File: src/rtl/mantissa_product_normalizer.sv
// mantissa_product_normalizer
//
// Two-stage valid/ready pipeline that normalizes the 56-bit product of two
// 28-bit mantissas (hidden bit at bit 27 of each) to a 28-bit mantissa with
// guard and sticky bits and an adjusted signed scale.
//
//   S1 : captures the raw product, scale and zero flag.
//   S2 : holds the normalized result and drives the out_* ports.
//
// Ports
//   clk, rst_n      clock; synchronous active-low reset
//   in_valid/ready  upstream handshake
//   in_prod         unsigned 56-bit mantissa product
//   in_scale        signed sum of operand scales (SCALE_W bits)
//   in_zero         either operand is zero
//   out_valid/ready downstream handshake
//   out_mant        normalized mantissa, hidden bit at bit 27
//   out_scale       adjusted signed scale (SCALE_W+1 bits)
//   out_guard       first bit below out_mant
//   out_sticky      OR of all bits below the guard bit
//   out_zero        result is zero
//   out_err         product had neither bit 55 nor bit 54 set (non-zero operands)
//
// Configuration macro
//   MANT_NORM_STICKY_EN  defined: out_sticky is the OR of the discarded bits.
//                        undefined: out_sticky is tied to 0 and the low product
//                        bits feeding it are not stored at all.

module mantissa_product_normalizer #(
  parameter int unsigned SCALE_W = 10
) (
  input  logic                      clk,
  input  logic                      rst_n,
  input  logic                      in_valid,
  output logic                      in_ready,
  input  logic [55:0]               in_prod,
  input  logic signed [SCALE_W-1:0] in_scale,
  input  logic                      in_zero,
  output logic                      out_valid,
  input  logic                      out_ready,
  output logic [27:0]               out_mant,
  output logic signed [SCALE_W:0]   out_scale,
  output logic                      out_guard,
  output logic                      out_sticky,
  output logic                      out_zero,
  output logic                      out_err
);

  // Lowest product bit that S1 has to keep. Without sticky only the guard
  // candidates (bits 27 and 26) are needed below the mantissa.
`ifdef MANT_NORM_STICKY_EN
  localparam int unsigned ProdLo = 0;
`else
  localparam int unsigned ProdLo = 26;

  logic unused_prod_lo;
  assign unused_prod_lo = ^in_prod[25:0];
`endif

  localparam logic signed [SCALE_W:0] ScaleOne = {{SCALE_W{1'b0}}, 1'b1};

  // ---------------------------------------------------------------------------
  // Handshake control
  // ---------------------------------------------------------------------------
  logic s1_valid_q, s1_valid_d;
  logic s2_valid_q, s2_valid_d;
  logic s1_load, s2_load;
  logic s1_capture, s2_capture;

  always_comb begin
    s2_load    = !s2_valid_q || out_ready;
    s1_load    = !s1_valid_q || s2_load;
    s1_capture = s1_load && in_valid;
    s2_capture = s2_load && s1_valid_q;
    s1_valid_d = s1_load ? in_valid : s1_valid_q;
    s2_valid_d = s2_load ? s1_valid_q : s2_valid_q;
  end

  assign in_ready  = s1_load;
  assign out_valid = s2_valid_q;

  // ---------------------------------------------------------------------------
  // Stage 1: raw capture
  // ---------------------------------------------------------------------------
  logic [55:ProdLo]          s1_prod_q;
  logic signed [SCALE_W-1:0] s1_scale_q;
  logic                      s1_zero_q;

  always_ff @(posedge clk) begin
    if (!rst_n) begin
      s1_valid_q <= 1'b0;
      s1_prod_q  <= '0;
      s1_scale_q <= '0;
      s1_zero_q  <= 1'b0;
    end else begin
      s1_valid_q <= s1_valid_d;
      if (s1_capture) begin
        s1_prod_q  <= in_prod[55:ProdLo];
        s1_scale_q <= in_scale;
        s1_zero_q  <= in_zero;
      end
    end
  end

  // ---------------------------------------------------------------------------
  // Normalization (combinational, between S1 and S2)
  // ---------------------------------------------------------------------------
  logic signed [SCALE_W:0] scale_ext;
  logic [27:0]             norm_mant;
  logic signed [SCALE_W:0] norm_scale;
  logic                    norm_guard;
  logic                    norm_zero;
  logic                    norm_err;
`ifdef MANT_NORM_STICKY_EN
  logic                    norm_sticky;
`endif

  assign scale_ext = {s1_scale_q[SCALE_W-1], s1_scale_q};

  always_comb begin
    norm_mant   = '0;
    norm_scale  = '0;
    norm_guard  = 1'b0;
    norm_zero   = 1'b0;
    norm_err    = 1'b0;
`ifdef MANT_NORM_STICKY_EN
    norm_sticky = 1'b0;
`endif
    if (s1_zero_q) begin
      // Zero dominates whatever the product bits say.
      norm_zero = 1'b1;
    end else if (s1_prod_q[55]) begin
      // Product in [2.0, 4.0): shift right by one extra place.
      norm_mant  = s1_prod_q[55:28];
      norm_guard = s1_prod_q[27];
      norm_scale = scale_ext + ScaleOne;
`ifdef MANT_NORM_STICKY_EN
      norm_sticky = |s1_prod_q[26:0];
`endif
    end else if (s1_prod_q[54]) begin
      // Product in [1.0, 2.0): already normalized.
      norm_mant  = s1_prod_q[54:27];
      norm_guard = s1_prod_q[26];
      norm_scale = scale_ext;
`ifdef MANT_NORM_STICKY_EN
      norm_sticky = |s1_prod_q[25:0];
`endif
    end else begin
      // Inputs with hidden bits set can never land here; flag it.
      norm_err = 1'b1;
    end
  end

  // ---------------------------------------------------------------------------
  // Stage 2: output registers
  // ---------------------------------------------------------------------------
  logic [27:0]             s2_mant_q;
  logic signed [SCALE_W:0] s2_scale_q;
  logic                    s2_guard_q;
  logic                    s2_zero_q;
  logic                    s2_err_q;

  always_ff @(posedge clk) begin
    if (!rst_n) begin
      s2_valid_q <= 1'b0;
      s2_mant_q  <= '0;
      s2_scale_q <= '0;
      s2_guard_q <= 1'b0;
      s2_zero_q  <= 1'b0;
      s2_err_q   <= 1'b0;
    end else begin
      s2_valid_q <= s2_valid_d;
      if (s2_capture) begin
        s2_mant_q  <= norm_mant;
        s2_scale_q <= norm_scale;
        s2_guard_q <= norm_guard;
        s2_zero_q  <= norm_zero;
        s2_err_q   <= norm_err;
      end
    end
  end

`ifdef MANT_NORM_STICKY_EN
  logic s2_sticky_q;

  always_ff @(posedge clk) begin
    if (!rst_n) begin
      s2_sticky_q <= 1'b0;
    end else if (s2_capture) begin
      s2_sticky_q <= norm_sticky;
    end
  end

  assign out_sticky = s2_sticky_q;
`else
  assign out_sticky = 1'b0;
`endif

  assign out_mant  = s2_mant_q;
  assign out_scale = s2_scale_q;
  assign out_guard = s2_guard_q;
  assign out_zero  = s2_zero_q;
  assign out_err   = s2_err_q;

endmodule

File: config.mk
export PLATFORM = sky130hd
export DESIGN_NAME = mantissa_product_normalizer
export DESIGN_NICKNAME = d
export VERILOG_FILES = /design/src/rtl/mantissa_product_normalizer.sv
export SDC_FILE = /design/constraint.sdc
export NUM_CORES = 1
export LEC_CHECK = 0
export ABC_AREA = 0
export BUFFER_PORTS_ARGS = -buffer_cell sky130_fd_sc_hd__clkbuf_2
export CAP_MARGIN = 10
export CORE_MARGIN = 2
export CORE_UTILIZATION = 55
export DETAILED_ROUTE_END_ITERATION = 12
export PLACE_DENSITY = 0.85
export SETUP_SLACK_MARGIN = 0.05
export SYNTH_ARGS = -nofsm -noshare
export SYNTH_HDL_FRONTEND = slang
export SYNTH_SLANG_ARGS = --single-unit
export TNS_END_PERCENT = 20
File: constraint.sdc
create_clock -name clk -period 2.9 [get_ports clk]
set_input_delay 0.58 -clock clk [delete_from_list [all_inputs] [get_ports clk]]
set_output_delay 0.58 -clock clk [all_outputs]
set_load 0.05 [all_outputs]
Yosys cells after proc, flatten, opt, wreduce, memory -nomap -nowiden
Index checks and enable logic that the tools add are counted.
{ "op_classes": {"addsub": 1, "n_mux": 13, "n_reduce_logical": 6} }
{ "ops": {"columns": ["operator", "count"], "rows": [
  ["28-bit two-way mux", 3],
  ["11-bit two-way mux", 3],
  ["10-bit by 2-bit adder with 11-bit output (second input constant)", 1],
  ["1-bit two-way mux", 7],
  ["1-bit logical AND", 2],
  ["1-bit logical NOT", 2],
  ["1-bit logical OR", 2]
]} }
{ "totals": {"regBits": 85, "input_bits": 71, "output_inout_bits": 45} }

Longest topological paths before layout
Gate-level depths: netlist of the first run.
{ "logic_depth": {"depth_word": 4, "ltp_mapped": 7, "depth_no_buf": 5} }

Worst setup path before layout of the first run
Ideal clock, no wire load.
{ "synth_timing": {"path_type": "reg-to-reg", "from": "reg s2_valid_q (netlist: out_valid)", "to": "reg s1_prod_q[54] (netlist bit)", "arrival_ns": 1.858, "t_required_ns": 2.824, "path_slack_ns": 0.966, "stages_incl_launch_ff": 6, "synth_period_minus_slack_ns": 1.934, "path_cell_list": "dfxtp_1 > nand3b_1 > nand2_1 > buf_2 > nand2_1 > a21boi_0"} }
{ "synth_between": {"elab_chain_cells": 4} }
{ "synth_rtl": {"columns": ["element", "line_no", "text"], "rows": [
  ["from (decl)", "66", "logic s2_valid_q, s2_valid_d;"],
  ["from (signal assigned)", "172", "s2_valid_q <= s2_valid_d;"],
  ["1-bit logical NOT", "71", "s2_load = !s2_valid_q || out_ready;"],
  ["1-bit logical OR", "71", null],
  ["1-bit logical OR", "72", "s1_load = !s1_valid_q || s2_load;"],
  ["named net in_ready", "35", "output logic in_ready,"],
  ["1-bit logical AND", "73", "s1_capture = s1_load && in_valid;"],
  ["to (signal assigned)", "98", "s1_prod_q <= in_prod[55:ProdLo];"],
  ["to (decl)", "85", "logic [55:ProdLo] s1_prod_q;"]
]} }
The timed path passes the listed nets, and every way through them passes these cells.
A chain may end at the register's enable or synchronous reset.

Worst setup path in the final report of the first run
{ "layout_timing": {"from": "reg s1_valid_q", "to": "reg s2_mant_q[19] (netlist: out_mant[19])"} }
{ "layout_between": {"elab_chain_cells": 1} }
{ "layout_rtl": {"columns": ["element", "line_no", "text"], "rows": [
  ["from (decl)", "65", "logic s1_valid_q, s1_valid_d;"],
  ["from (signal assigned)", "96", "s1_valid_q <= s1_valid_d;"],
  ["1-bit logical AND", "74", "s2_capture = s2_load && s1_valid_q;"],
  ["to (signal assigned)", "174", "s2_mant_q <= norm_mant;"],
  ["to (decl)", "157", "logic [27:0] s2_mant_q;"]
]} }
No other way between the ends.

==> run metrics, run 1 <==
Sw Pwr=approximately 0.6 mW; Worst R2R End=out_mant[19]; Core Region=0.00646 mm^2; top-area cell type share of the netlist area=0.457; outcome=finished clean; Synth Area in Compound Gates=0.225; post-synthesis xor/xnor area fraction=0.0118; Final setup violation count=0; Synth cell types=41; RSZ-0062 raised after global routing=no; largest fanout on the critical path=19; setup TNS=0 ns; r2r setup slk=roughly 1.1 ns; Tmin final=approximately 1.8 ns; Layout Skew=a little over 0.009 ns; Routed WL per cell=between 10 and 15 um; Sink Count=85; peak supply drop=0.324 mV; delay-heaviest family, CP=simple AND/OR/NAND/NOR gates; largest net degree at the start of global routing=50; largest family of logic cells by synthesized area=simple AND/OR/NAND/NOR gates; Post-DP Area=~0.0042 mm^2; Seq/Total Area, Yosys=0.457; Non-Filler Instances=roughly 600; total track usage=0.227; clock power share=0.361; Final Util=0.677; Hold Buf Count CTS=0; sequence of cells on the critical path=inv_2, nor3_2, buf_4, a22oi_1, nor2b_1; slew margin rel.=0.525; ys flop type=dfxtp_1; # fillers=545; clk_lat worst skew=~0.35 ns; CP Launch Type=flip-flop; # IOs=approximately 120; CTS max path bufs=2; register area=between 0.0015 and 0.002 mm^2; placed insts=588; Non-Filler Cell Area, Final=around 0.0044 mm^2; Slowest-stage cell, CP=nor3_2; Min-Delay Startpoint=in_prod[49]; CP Buf/Inv Count=2; dominant cells by area after synthesis=dfxtp_1, nand2_1, a21boi_0; Min-Delay Path Depth=3; Hold Slack=0.448 ns; simple-gate share of the synthesized area=0.244; Setup crit end kind=flip-flop; first-pass GRT wire length=about 13000 um; Post-synth top cells=nand2_1, dfxtp_1, a21boi_0; Seq pwr share=0.536; Die H=86.3 um; WHS Endpoint=s1_prod_q[49]; asr flop ratio synth=0; ant diodes=0; row cnt=29; Clk pin slew, worst setup/hold paths=around 0.09 ns; total congestion overflow=0; worst path required time=roughly 3.2 ns; r2r startpoint=s1_valid_q; final slew viol count=0; Starting Density=0.576; share of synthesized area spent on multiplexers=0.0108; Final HPWL DP=about 5800 um; initial antenna violation count=0; share of layout cells above drive strength 1=0.226; Int Pwr=1.72 mW; Leak Pwr=between 1.5 and 2 nW; synthesized netlist cell count=between 400 and 500; MaxCap Viol Count=0; Root Buffer Master=clkbuf_8; Post-Syn Nets=approximately 520; vias=approximately 3300; Arr. time, crit path=about 2.1 ns; synthesized area per cell=8.29 um^2; Max Clk Rate=~0.55 GHz; chip width=approximately 86 um; post-synth top area cell=dfxtp_1; Synth warnings=0; Post-synth EDFFs=0; Vias/cell=5.41; Port Buf Inserts=between 80 and 90; Pre-antenna DRT Iters=4; DRC=0; drt total wl=around 8300 um; final hold vios=0; mapped cell area=about 0.0037 mm^2; adder-cell share of the synthesized area=0.00336; switching part of the total=0.262; count leader, synth=nand2_1; Tcrit/Tclk final=0.626; Post-CTS Setup Inserts=0; H-tree levels=3; post-route ant nets=0; worst min path class=input port to flip-flop; routability cong.=slightly above 0.8; Die ar.=~0.0074 mm^2; Comb power frac=0.103; FF-to-FF path depth=5; Num CTS Buffers=9; pwr/cell area=between 500 and 600 mW/mm^2; DR iter-0 viols=210; P&R area growth vs syn=17.6%; nets@finish=between 500 and 600; synthesized flop and latch total=85; post-cts sizing count=0; number of global-route vias before repair=roughly 2900; area of the multi-input gates=approximately 0.0019 mm^2; critical path's largest stage delay=approximately 0.6 ns; CTS tree=built; critical path class=flip-flop to flip-flop; worst-margin pin slew=0.709 ns
## how the worst max path moves through the flow
stage	from	end	slack, ns	cells past startpoint
6_report	s1_valid_q	out_mant[19]	1.08	5
5_1_grt	s1_valid_q	out_mant[19]	0.97	5
2_1_floorplan	out_valid	s1_prod_q[54]	0.97	5
3_5_place_dp	out_ready	out_mant[19]	0.87	6
4_1_cts	s1_valid_q	out_mant[19]	1.07	5
3_3_place_gp	out_ready	out_mant[23]	0.94	6
## worst reg2reg max path, cell delays in order (launching register included)
cell and delay (ns):
dfxtp_1 0.45, inv_2 0.10, nor3_2 0.60, buf_4 0.38
a22oi_1 0.11, nor2b_1 0.13
## layout by cell type, fill, tap and decap left out, types with 3 or more instances in the layout
cell type    n
a22oi_1     29
a22o_1      11
buf_4       10
xor2_1       4
nor2b_1     31
mux2i_1      4
a21boi_0    47
nand2_1    144
nand3_1      4
dfxtp_1     84
clkbuf_8    10
o21ai_0     23
and4_1       3
clkbuf_2    88
## stage by stage
| step | power (mW) | setup slack, ns |
|---|---|---|
| 2_1_floorplan | 1.43 | 0.966 |
| 3_3_place_gp | 1.51 | 0.941 |
| 3_5_place_dp | 1.51 | 0.872 |
| 4_1_cts | 2.34 | 1.07 |
| 5_1_grt | 2.41 | 0.974 |
| 6_report | 2.33 | 1.08 |
## state kept, by name, summed over array words and instances, names as in the netlist
| signal | cells |
|---|---|
| out_zero | 1 |
| out_mant | 28 |
| out_valid | 1 |
| out_err | 1 |
| out_guard | 1 |
| s1_prod_q | 30 |
| s1_valid_q | 1 |
| s1_zero_q | 1 |
| out_scale | 11 |
| s1_scale_q | 10 |
## layout make-up
| cell class | count | share of cell area |
|---|---|---|
| multi-input cells | 326 | 0.425 |
| flip-flops and latches | 85 | 0.389 |
| repair buffers | 98 | 0.118 |
| clock buffers | 12 | 0.0332 |
| well taps | 77 | 0.0220 |
| clock inverters | 4 | 0.0109 |
| inverters | 2 | 0.00172 |
## power groups by stage
stage | Combinational (mW) | Sequential (mW) | Clock [mW]
finish | 0.240 | 1.25 | 0.839
global route | 0.265 | 1.25 | 0.890
CTS | 0.241 | 1.25 | 0.850
detailed placement | 0.241 | 1.27 | 0
global placement | 0.234 | 1.27 | 0
floorplan | 0.149 | 1.29 | 0
## cells by family after synthesis
| kind of cell | after synthesis |
|---|---|
| fa+ha+maj | 1 |
| mux | 4 |
| other cells | 1 |
| buf+inv | 38 |
| compound gates | 117 |
| simple gates | 198 |
| xor+xnor | 5 |
| flops | 85 |
## metal layers
metal,global-route usage,up-vias,share of wire
met5,0,-,0
met4,0.0753,0,0.015
met3,0.0562,11,0.056
met2,0.355,91,0.47
met1,0.310,1510,0.46
li1,-,1658,-
Note: power is estimated with default switching activity, not from simulation.
==> run 2: changes to the inputs <==
Settings changed: CORE_UTILIZATION 55 to 46, PLACE_DENSITY 0.85 to 0.76.
Clock period 2.9 ns to 1.47 ns, I/O delays scaled along.
==> run metrics, run 2 (synthesized netlist as in run 1, its figures left out) <==
Core Region=between 0.007 and 0.008 mm^2; DR iter-0 viols=157; area of the multi-input gates=roughly 0.0019 mm^2; Leak Pwr=1.88 nW; worst min path class=input port to flip-flop; total track usage=0.204; Hold Buf Count CTS=0; clk_lat worst skew=~0.34 ns; Final setup violation count=0; Min-Delay Startpoint=in_scale[2]; Post-DP Area=0.00435 mm^2; Final Util=0.592; RSZ-0062 raised after global routing=yes; Routed WL per cell=13.6 um; Starting Density=0.479; final slew viol count=0; Sink Count=85; chip width=93.9 um; Num CTS Buffers=9; Pre-antenna DRT Iters=5; PnR Total Power=between 4 and 5 mW; Port Buf Inserts=88; Root Buffer Master=clkbuf_8; Slowest-stage cell, CP=dfxtp_4; most frequent cells in the layout=nand2_1, clkbuf_2, dfxtp_1; Final HPWL DP=~6300 um; Layout Skew=0.0111 ns; nets@finish=between 600 and 700; r2r startpoint=s1_scale_q[0]; total congestion overflow=0; Worst R2R End=out_scale[8]; vias=between 3000 and 4000; final hold vios=0; largest net degree at the start of global routing=46; worst path required time=roughly 1.2 ns; Vias/cell=between 5 and 6; drt total wl=about 8700 um; initial antenna violation count=0; r2r setup slk=between 0.1 and 0.15 ns; Die ar.=between 0.008 and 0.009 mm^2; Die H=~94 um; # fillers=between 700 and 800; commonest non-fill, non-tap cell in the layout=nand2_1; post-route ant nets=0; P&R area growth vs syn=23.6%; ant diodes=0; FF-to-FF path depth=5; CP Launch Type=flip-flop; pwr/cell area=between 900 and 1000 mW/mm^2; Setup crit end kind=output pin; Arr. time, crit path=between 1 and 1.5 ns; DRC=0; peak supply drop=approximately 0.47 mV; row cnt=32; sequence of cells on the critical path=nand3b_1, clkbuf_8; Place WS=-0.0938 ns; Worst Setup EP=in_ready; Tmin final=around 1.4 ns; CTS max path bufs=2; share of layout cells above drive strength 1=0.267; register area=0.00172 mm^2; Top reg by flops=s1_prod_q; Critical Path Stages=2; max FFs per register=30; largest fanout on the critical path=5; outcome=finished clean; number of global-route vias before repair=3025; # IOs=between 100 and 150; routability cong.=a little under 0.9; critical path class=flip-flop to output pin; CP Launch Point=s1_valid_q; CP Buf/Inv Count=1; Min-Delay Path Depth=3; post-route setup slack=around 0.042 ns; MaxCap Viol Count=0; Max Clk Rate=~0.70 GHz; critical path's largest stage delay=about 0.40 ns; CTS tree=built; first-pass GRT wire length=14200 um; Non-Filler Cell Area, Final=roughly 0.0046 mm^2; Clk pin slew, worst setup/hold paths=about 0.09 ns; delay-heaviest family, CP=flip-flops; Tcrit/Tclk final=0.971; H-tree levels=3
run 2: timing repair:
action                                  in CTS  in global routing
pin swaps                                    1                  2
endpoints found under the hold margin        0                  0
resized for setup                            7                 10
endpoints found under the setup margin      29                 42
buffers inserted                             0                  3
run 2: through the flow:
step / setup TNS (ns) / std cells / hold WS, ns
after floorplan: -3.79 / 449 / 0.433
after detailed placement: -1.17 / 623 / 0.458
after global placement: -0.105 / 623 / 0.452
after global routing: 0 / 641 / 0.161
final: 0 / 641 / 0.173
after CTS: 0 / 638 / 0.161
run 2: layer usage:
metal	routed length, um	vias up	track usage
li1	-	1685	-
met1	4030	1467	0.274
met2	4130	99	0.326
met3	496	6	0.0329
met4	72	0	0.0821
met5	0	-	0
run 2: cell type report:
type | instances | area share
Clock buffer | 9 | 0.0269
Clock inverter | 6 | 0.0139
Sequential cell | 85 | 0.374
Tap cell | 102 | 0.0278
Multi-Input combinational cell | 326 | 0.409
Inverter | 2 | 0.00163
Timing Repair Buffer | 111 | 0.147
run 2: power breakdown:
part	switching (mW)	internal [mW]	total, mW
registers	0.0743	2.38	2.45
logic	0.318	0.225	0.543
clock network	0.794	0.773	1.57
total	1.19	3.38	4.56
run 2: how the worst min path moves through the flow:
stage	end	slack [ns]
final	s1_scale_q[2]	0.17
after global routing	s1_scale_q[2]	0.16
after CTS	s1_prod_q[32]	0.16
after detailed placement	s1_prod_q[41]	0.46
after global placement	out_err	0.45
after floorplan	s1_prod_q[26]	0.43
run 2: worst reg2reg max path: cells and delay by family (launching register included):
family / cells / cell delay, ns
AND/OR/NAND/NOR: 2 / 0.40
flip-flops: 1 / 0.38
multiplexers: 1 / 0.24
adder cells (fa/ha/maj): 1 / 0.14
AO/OA/AOI/OAI: 1 / 0.14
==> run 3: changes to the inputs <==
Settings changed: GPL_TIMING_DRIVEN set to 0.
Clock period 1.47 ns to 1.2 ns, I/O delays scaled along.
==> run metrics, run 3 (synthesized netlist as in run 1, its figures left out) <==
Die H=93.9 um; H-tree levels=3; Tmin final=1.41 ns; P&R area growth vs syn=43.7%; drt total wl=10100 um; Root Buffer Master=clkbuf_8; share of layout cells above drive strength 1=0.324; Seq pwr share=0.499; Pre-antenna DRT Iters=5; Comb power frac=0.140; Final Util=0.688; MaxCap Viol Count=0; clk_lat worst skew=0.36 ns; Top reg by flops=s1_prod_q; peak supply drop=just under 0.9 mV; DRC=0; Final setup violation count=83; Non-Filler Cell Area, Final=~0.0053 mm^2; Sw Pwr=~1.6 mW; pwr/cell area=around 1100 mW/mm^2; # fillers=a little under 600; Vias/cell=5.31; Layout Skew=0.0104 ns; Worst Setup EP=out_scale[10]; Core Region=0.00777 mm^2; vias=3572; Sink Count=85; Final HPWL DP=~6600 um; setup TNS=-9.45 ns; switching part of the total=0.270; Post-DP Area=roughly 0.0043 mm^2; chip width=around 94 um; outcome=finished, violations left; Tcrit/Tclk final=1.17; RSZ-0062 raised after global routing=yes; final hold vios=0; Starting Density=0.479; CP Launch Type=flip-flop; most frequent cells in the layout=nand2_1, dfxtp_1, clkbuf_2; commonest non-fill, non-tap cell in the layout=nand2_1; DR iter-0 viols=223; Die ar.=approximately 0.009 mm^2; Int Pwr=approximately 4.4 mW; post-route setup slack=-0.209 ns; max FFs per register=30; nets@finish=638; CP Launch Point=out_valid; initial antenna violation count=0; Max Clk Rate=between 0.7 and 0.8 GHz; first-pass GRT wire length=15500 um; Port Buf Inserts=between 80 and 90; worst path required time=1.46 ns; Leak Pwr=around 2.1 nW; Clk pin slew, worst setup/hold paths=approximately 0.09 ns; Place WS=-0.302 ns; r2r startpoint=out_valid; largest fanout on the critical path=7; row cnt=32; final slew viol count=0; Routed WL per cell=15.1 um; Num CTS Buffers=9; Setup crit end kind=flip-flop; clock power share=0.361; total track usage=0.223; total congestion overflow=0; post-route ant nets=0; Arr. time, crit path=~1.7 ns; Worst R2R End=out_scale[10]; r2r setup slk=-0.21 ns; FF-to-FF path depth=6; failing checks=negative setup slack; CTS tree=built; largest net degree at the start of global routing=16; routability cong.=around 0.84; number of global-route vias before repair=3267; PnR Total Power=around 6 mW; CTS max path bufs=2; critical path class=flip-flop to flip-flop; worst min path class=input port to flip-flop; # IOs=116; ant diodes=0
-- run 3: cell types whose count changed in the layout (fill, tap and decap cells not counted), moves of 7 or more --
cell	change
o21ai_0	-7
clkbuf_1	+11
buf_8	+35
clkbuf_2	-42
clkbuf_8	+7
buf_6	+16
-- run 3: layout make-up --
| type | instances | area, um^2 | area share |
|---|---|---|---|
| inverter | 2 | 7.51 | 0.00140 |
| clock inverter | 6 | 67.6 | 0.0126 |
| tap | 102 | 128 | 0.0239 |
| timing repair buffer | 107 | 1030 | 0.193 |
| sequential | 85 | 1720 | 0.322 |
| buffer | 35 | 300 | 0.0562 |
| clock buffer | 10 | 149 | 0.0278 |
| multi-input combinational | 326 | 1940 | 0.363 |
-- run 3: routing by layer --
metal  vias to the layer above  global-route usage  wire length [um]
met4                         0              0.0797               165
met2                       108               0.373              5000
li1                       1748                   -                 -
met1                      1699               0.286              4430
met3                        17              0.0433               553
met5                         -                   0                 0
-- run 3: power groups by stage --
stage	sequential, mW	clock [mW]	combinational (mW)
2_1_floorplan	3.11	0	0.386
3_3_place_gp	3.06	0	0.641
3_5_place_dp	3.07	0	0.652
4_1_cts	3.00	2.21	0.750
5_1_grt	3.03	2.32	0.912
6_report	3.01	2.18	0.847
-- run 3: worst min-delay path by stage --
stage | start | to | slack, ns | depth (start not counted)
floorplan | in_prod[26] | s1_prod_q[26] | 0.38 | 2
global placement | out_err | out_err | 0.45 | 2
detailed placement | s1_prod_q[26] | s1_prod_q[26] | 0.46 | 2
CTS | in_prod[35] | s1_prod_q[35] | 0.09 | 3
global route | in_prod[49] | s1_prod_q[49] | 0.1 | 3
finish | in_prod[35] | s1_prod_q[35] | 0.09 | 3
-- run 3: metrics by stage --
stage / hold slack (ns) / cells
6_report: 0.0907 / 673
5_1_grt: 0.0976 / 673
4_1_cts: 0.0864 / 664
3_3_place_gp: 0.450 / 639
2_1_floorplan: 0.379 / 449
3_5_place_dp: 0.460 / 639
-- run 3: timing repair --
action,in CTS,in global routing
hold buffers,0,0
pin swaps,15,21
gates cloned,0,3
gates resized for setup,129,79
endpoints found under the setup margin,127,126
buffers inserted,9,7
-- run 3: worst max-delay path, stage by stage, from the launching register on --
cell,delay [ns]
dfxtp_4,0.36
nor2b_4,0.22
buf_4,0.15
nor4b_4,0.04
buf_4,0.17
and3_1,0.18
a22o_1,0.18
